<file path="src/rtl/mrv32_timer.sv">
// mrv32_timer: memory-mapped 64-bit machine timer with prescaler, compare interrupt
// and fixed-latency read responses matching the data memory timing.
module mrv32_timer #(
  parameter int ADDR_WIDTH = 32,
  parameter int RD_LATENCY = 2
) (
  input  logic                  clk,
  input  logic                  rst,
  input  logic                  valid,
  input  logic [ADDR_WIDTH-1:0] addr,
  input  logic [31:0]           wdata,
  input  logic [3:0]            wstrb,
  output logic [31:0]           rdata,
  output logic                  rvalid,
  output logic                  timer_irq
);
  logic [63:0] mtime_q, mtime_d, cmp_q, cmp_d, mtime_inc;
  logic [1:0] ctrl_q, ctrl_d;
  logic [15:0] presc_q, presc_d, pscnt_q, pscnt_d;
  logic irq_q;
  logic [2:0] off;
  logic [7:0] wr_sel;
  logic we, rd_en, tick, unused_addr;
  logic [31:0] rd_val;
  logic [RD_LATENCY-1:0] pv_q, src_v;
  logic [RD_LATENCY-1:0][31:0] pd_q, pd_d, src_d;

  function automatic logic [31:0] merge(input logic [31:0] o, input logic [31:0] n, input logic [3:0] s);
    logic [31:0] r;
    for (int i = 0; i < 4; i++) r[8*i +: 8] = s[i] ? n[8*i +: 8] : o[8*i +: 8];
    return r;
  endfunction

  assign off = addr[4:2];
  assign we = valid & |wstrb;
  assign rd_en = valid & ~|wstrb;
  assign wr_sel = we ? 8'd1 << off : 8'd0;
  assign unused_addr = ^{addr[ADDR_WIDTH-1:5], addr[1:0]};
  assign tick = ctrl_q[0] & (pscnt_q == presc_q);
  assign mtime_inc = mtime_q + 64'(tick);
  assign rd_val = off == 3'd0 ? mtime_q[31:0] :
                  off == 3'd1 ? mtime_q[63:32] :
                  off == 3'd2 ? cmp_q[31:0] :
                  off == 3'd3 ? cmp_q[63:32] :
                  off == 3'd4 ? {30'd0, ctrl_q} :
                  off == 3'd5 ? {16'd0, presc_q} :
                  off == 3'd6 ? {31'd0, mtime_q >= cmp_q} : 32'd0;
  // Written bytes win over a same-cycle tick; unwritten bytes keep the incremented count.
  assign mtime_d = {wr_sel[1] ? merge(mtime_inc[63:32], wdata, wstrb) : mtime_inc[63:32],
                    wr_sel[0] ? merge(mtime_inc[31:0], wdata, wstrb) : mtime_inc[31:0]};
  assign cmp_d = {wr_sel[3] ? merge(cmp_q[63:32], wdata, wstrb) : cmp_q[63:32],
                  wr_sel[2] ? merge(cmp_q[31:0], wdata, wstrb) : cmp_q[31:0]};
  assign ctrl_d = (wr_sel[4] & wstrb[0]) ? wdata[1:0] : ctrl_q;
  assign presc_d = wr_sel[5] ? {wstrb[1] ? wdata[15:8] : presc_q[15:8],
                                wstrb[0] ? wdata[7:0] : presc_q[7:0]} : presc_q;
  assign pscnt_d = (wr_sel[4] | wr_sel[5] | tick) ? 16'd0 :
                   ctrl_q[0] ? pscnt_q + 16'd1 : pscnt_q;
  assign src_v = RD_LATENCY'({pv_q, rd_en});
  assign src_d = (32*RD_LATENCY)'({pd_q, rd_val});

  // Data stages only advance behind a valid bit so rdata holds between responses.
  always_comb begin
    pd_d = pd_q;
    for (int i = 0; i < RD_LATENCY; i++) pd_d[i] = src_v[i] ? src_d[i] : pd_q[i];
  end

  always_ff @(posedge clk) begin
    if (rst) begin
      mtime_q <= '0;
      cmp_q <= '1;
      ctrl_q <= '0;
      presc_q <= '0;
      pscnt_q <= '0;
      irq_q <= 1'b0;
      pv_q <= '0;
      pd_q <= '0;
    end else begin
      mtime_q <= mtime_d;
      cmp_q <= cmp_d;
      ctrl_q <= ctrl_d;
      presc_q <= presc_d;
      pscnt_q <= pscnt_d;
      irq_q <= ctrl_q[1] & (mtime_q >= cmp_q);
      pv_q <= src_v;
      pd_q <= pd_d;
    end
  end

  assign rvalid = pv_q[RD_LATENCY-1];
  assign rdata = pd_q[RD_LATENCY-1];
  assign timer_irq = irq_q;
endmodule

</file>
<file path="config.mk">
export PLATFORM = sky130hd
export DESIGN_NAME = mrv32_timer
export DESIGN_NICKNAME = d
export VERILOG_FILES = /design/src/rtl/mrv32_timer.sv
export SDC_FILE = /design/constraint.sdc
export NUM_CORES = 1
export LEC_CHECK = 0
export ABC_CLOCK_PERIOD_IN_PS = 3850
export CORE_MARGIN = 5
export CORE_UTILIZATION = 40
export CTS_BUF_LIST = sky130_fd_sc_hd__clkbuf_16
export CTS_CLUSTER_SIZE = 14
export DETAILED_ROUTE_END_ITERATION = 6
export GPL_TIMING_DRIVEN = 0
export SLEW_MARGIN = 10
export SYNTH_ARGS = -nofsm -noshare
export SYNTH_HDL_FRONTEND = slang
export SYNTH_SLANG_ARGS = --single-unit
</file>
<file path="constraint.sdc">
create_clock -name clk -period 3.85 [get_ports clk]
set_input_delay 0.5775 -clock clk [delete_from_list [all_inputs] [get_ports clk]]
set_output_delay 0.5775 -clock clk [all_outputs]
set_load 0.01 [all_outputs]
</file>
==> flow_summary.json <==
{
  "grt_use_met2_pct": 35.0,
  "rrSetupSlack_ps": 190,
  "crit_type": "reg2reg",
  "cp.arrival_ps": 4110,
  "cp-endpoint": "mtime_q[54]$_SDFF_PP0_",
  "ys_warn_count": 0,
  "path_max_fanout": 10,
  "die_w_um": 185,
  "seq_area_mm2": 0.00459,
  "grt.busiest_layer": "met2",
  "ios": 105,
  "start_kind": "flop",
  "htree_levels": 1,
  "mostFrequentLayoutCells": "nor2_1, dfxtp_1, nand2_1, clkbuf_1, clkdlybuf4s50_1",
  "core_area_mm2": 0.0304,
  "worstHoldStart": "cmp_q[24]$_SDFFE_PP1P_",
  "antenna_left": 0,
  "grt_use_met3_pct": 3.61,
  "clock_latency_ps": 540,
  "r2r_cells": 16,
  "synth_flop_cell": "dfxtp_1",
  "cts_tree": "built",
  "wl_per_cell_um": 20.1,
  "gr-total-overflow": 0,
  "syn_inst": 1464,
  "fillers": 3073,
  "synth_area_per_cell_um2": 8.36,
  "drive_gt1_share_pct": 6.60,
  "nets": 1709,
  "cts_made_buffers": 26,
  "yosys.cell_types.count": 52,
  "dr.pass1.iters": 5,
  "maxCapViolations": 0,
  "worstPathRequired_ps": 4310,
  "status": "finished, final reports clean",
  "grt_start_max_net_pins": 14,
  "max_freq_mhz": 273,
  "initial_utilization_pct": 40.2,
  "ir_drop_v": 0.000311,
  "syn_nets": 1602,
  "n_antenna_cell": 0,
  "cts_buffer_depth": 3,
  "final_common_cell": "nor2_1",
  "synth_edf_count": 0,
  "endpoint_kind": "flop",
  "worst_pin_slew_ps": 1100,
  "via_per_inst": 5.51,
  "grt_antenna_before_repair": 1,
  "drt_wl_total_um": 39900,
  "p_leak_nw": 6.15,
  "use_met1_pct": 32.9,
  "power_w": 0.00539,
  "root_buffer": "clkbuf_16",
  "design.die.area_mm2": 0.0342,
  "rsz0062_at_grt": "false",
  "yosys-top-cells-area": "dfxtp_1, nor2_1, ha_1, mux2i_1, nand2_1",
  "rows": 64,
  "dp_hpwl_um": 30300,
  "first_iter_violations": 941,
  "num_vias": 10900,
  "reg2reg_from": "presc_q[0]$_SDFFE_PP0P_",
  "ys_async_sr_fraction_pct": 0,
  "die_h_um": 185,
  "setup_viol": 0,
  "multi_input_area_mm2": 0.00689,
  "maxSlewViolCount": 0,
  "worstReg2RegEnd": "mtime_q[54]$_SDFF_PP0_",
  "fin_crit_ps": 3660,
  "power_density_mw_per_mm2": 373,
  "clock-sinks": 229,
  "final-hold-violation-count": 0,
  "port_buffers": 73,
  "path_clk_slew_ps": 60,
  "worst_slack_ps": 191,
  "crit_start": "presc_q[0]$_SDFFE_PP0P_",
  "ys_ff_latch": 229,
  "grt_pass1_wl_um": 60400,
  "yosysTopAreaCell": "dfxtp_1",
  "fin_crit_sh_pct": 95.0,
  "syn_area_mm2": 0.0122,
  "skew_ps": 20.2,
  "dp_slack_ps": -1060,
  "synth_top_area_share_pct": 37.5,
  "first_global_vias": 10300,
  "gp_congestion": 0.938,
  "track_usage_pct": 22.8,
  "ys_seq_area_share_pct": 37.5,
  "hold_class": "reg2reg",
  "syn_to_final_growth_pct": 18.1,
  "maxSlewHeadroom_pct": 26.8,
  "drc": 0
}
## per-stage QoR
stage               hold slack, ps  area, um^2  instances  TNS [ps]  util [%]
floorplan                      420       12200       1464         0         -
finish                         479       14500       1986         0      47.5
detailed placement             459       13500       1933    -32860      44.2
global route                   497       14500       1986         0      47.5
global placement               452       13500       1933    -29490      44.2
CTS                            475       14400       1985         0      47.3
## how the worst min path moves through the flow
stage	end	slack, ps	cells after the start
finish	cmp_q[24]$_SDFFE_PP1P_	480	2
floorplan	timer_irq$_SDFF_PP0_	420	2
detailed placement	cmp_q[31]$_SDFFE_PP1P_	460	2
global route	cmp_q[24]$_SDFFE_PP1P_	500	2
global placement	cmp_q[19]$_SDFFE_PP1P_	450	2
CTS	cmp_q[31]$_SDFFE_PP1P_	480	2
## registers in the layout (all words and copies together) (netlist names), 2 cells and up
name and flops:
ctrl_q 2, pv_q 2, mtime_q 64, cmp_q 64, presc_q 16, pscnt_q 16
pd_q 32, rdata 32
## cells by family (layout without fill, tap and decap cells)
group | after synthesis | after routing | synth area share (%)
AND/OR/NAND/NOR | 563 | 563 | 21.4
XOR/XNOR | 92 | 92 | 6.58
buffers and inverters | 185 | 311 | 6.75
AO/OA/AOI/OAI | 257 | 257 | 15.0
adder cells (fa/ha/maj) | 67 | 67 | 6.85
flip-flops | 229 | 229 | 37.5
multiplexers | 71 | 71 | 6.01
## synth_stat cells, types with 36 or more instances
library cell,count
a211oi_1,59
a21oi_1,40
clkbuf_1,80
dfxtp_1,229
ha_1,67
inv_1,69
mux2i_1,69
nand2_1,147
nand3_1,42
nand4_1,36
nor2_1,235
o21ai_0,42
xor2_1,59
## routing by layer
| layer | routed length [um] | part of all wire (%) |
|---|---|---|
| met3 | 3130 | 7.8 |
| met1 | 18300 | 46 |
| met5 | 8 | 0.020 |
| met4 | 1240 | 3.1 |
| met2 | 17300 | 43 |
## area by class of cell
type                       instances  area share, %
multi-input combinational       1050           47.7
sequential                       229           31.7
timing repair buffer              79           5.37
clock buffer                      27           4.67
buffer                           116           4.02
tap                              396           3.43
inverter                          69           1.79
clock inverter                    20           1.35
## power by group
| group | total (W) | internal (W) | leakage (nW) | switching, W |
|---|---|---|---|---|
| Combinational | 0.000380 | 0.000137 | 3.86 | 0.000243 |
| Sequential | 0.00245 | 0.00241 | 1.85 | 0.0000454 |
| Clock | 0.00256 | 0.00153 | 0.433 | 0.00103 |
## critical path, cell delays in order, from the launching register on
cell,delay (ps)
dfxtp_1,450
xor2_1,140
nor4_2,330
nand4_1,190
nor4_4,230
buf_4,190
ha_4,160
ha_4,170
nand2_1,100
or3_4,420
clkbuf_4,190
nor4_4,170
buf_4,200
buf_12,150
nand3_1,100
xor2_1,170
a211oi_2,220
## timing repair
| item | 4_1_cts | 5_1_grt |
|---|---|---|
| hold buffers | 0 | 0 |
| setup buffers | 5 | 1 |
| endpoints found under the setup margin | 52 | 39 |
| pin swaps | 3 | 3 |
| cloned | 0 | 0 |
| gates resized for setup | 5 | 10 |
Power figures use the tool's default switching activity.
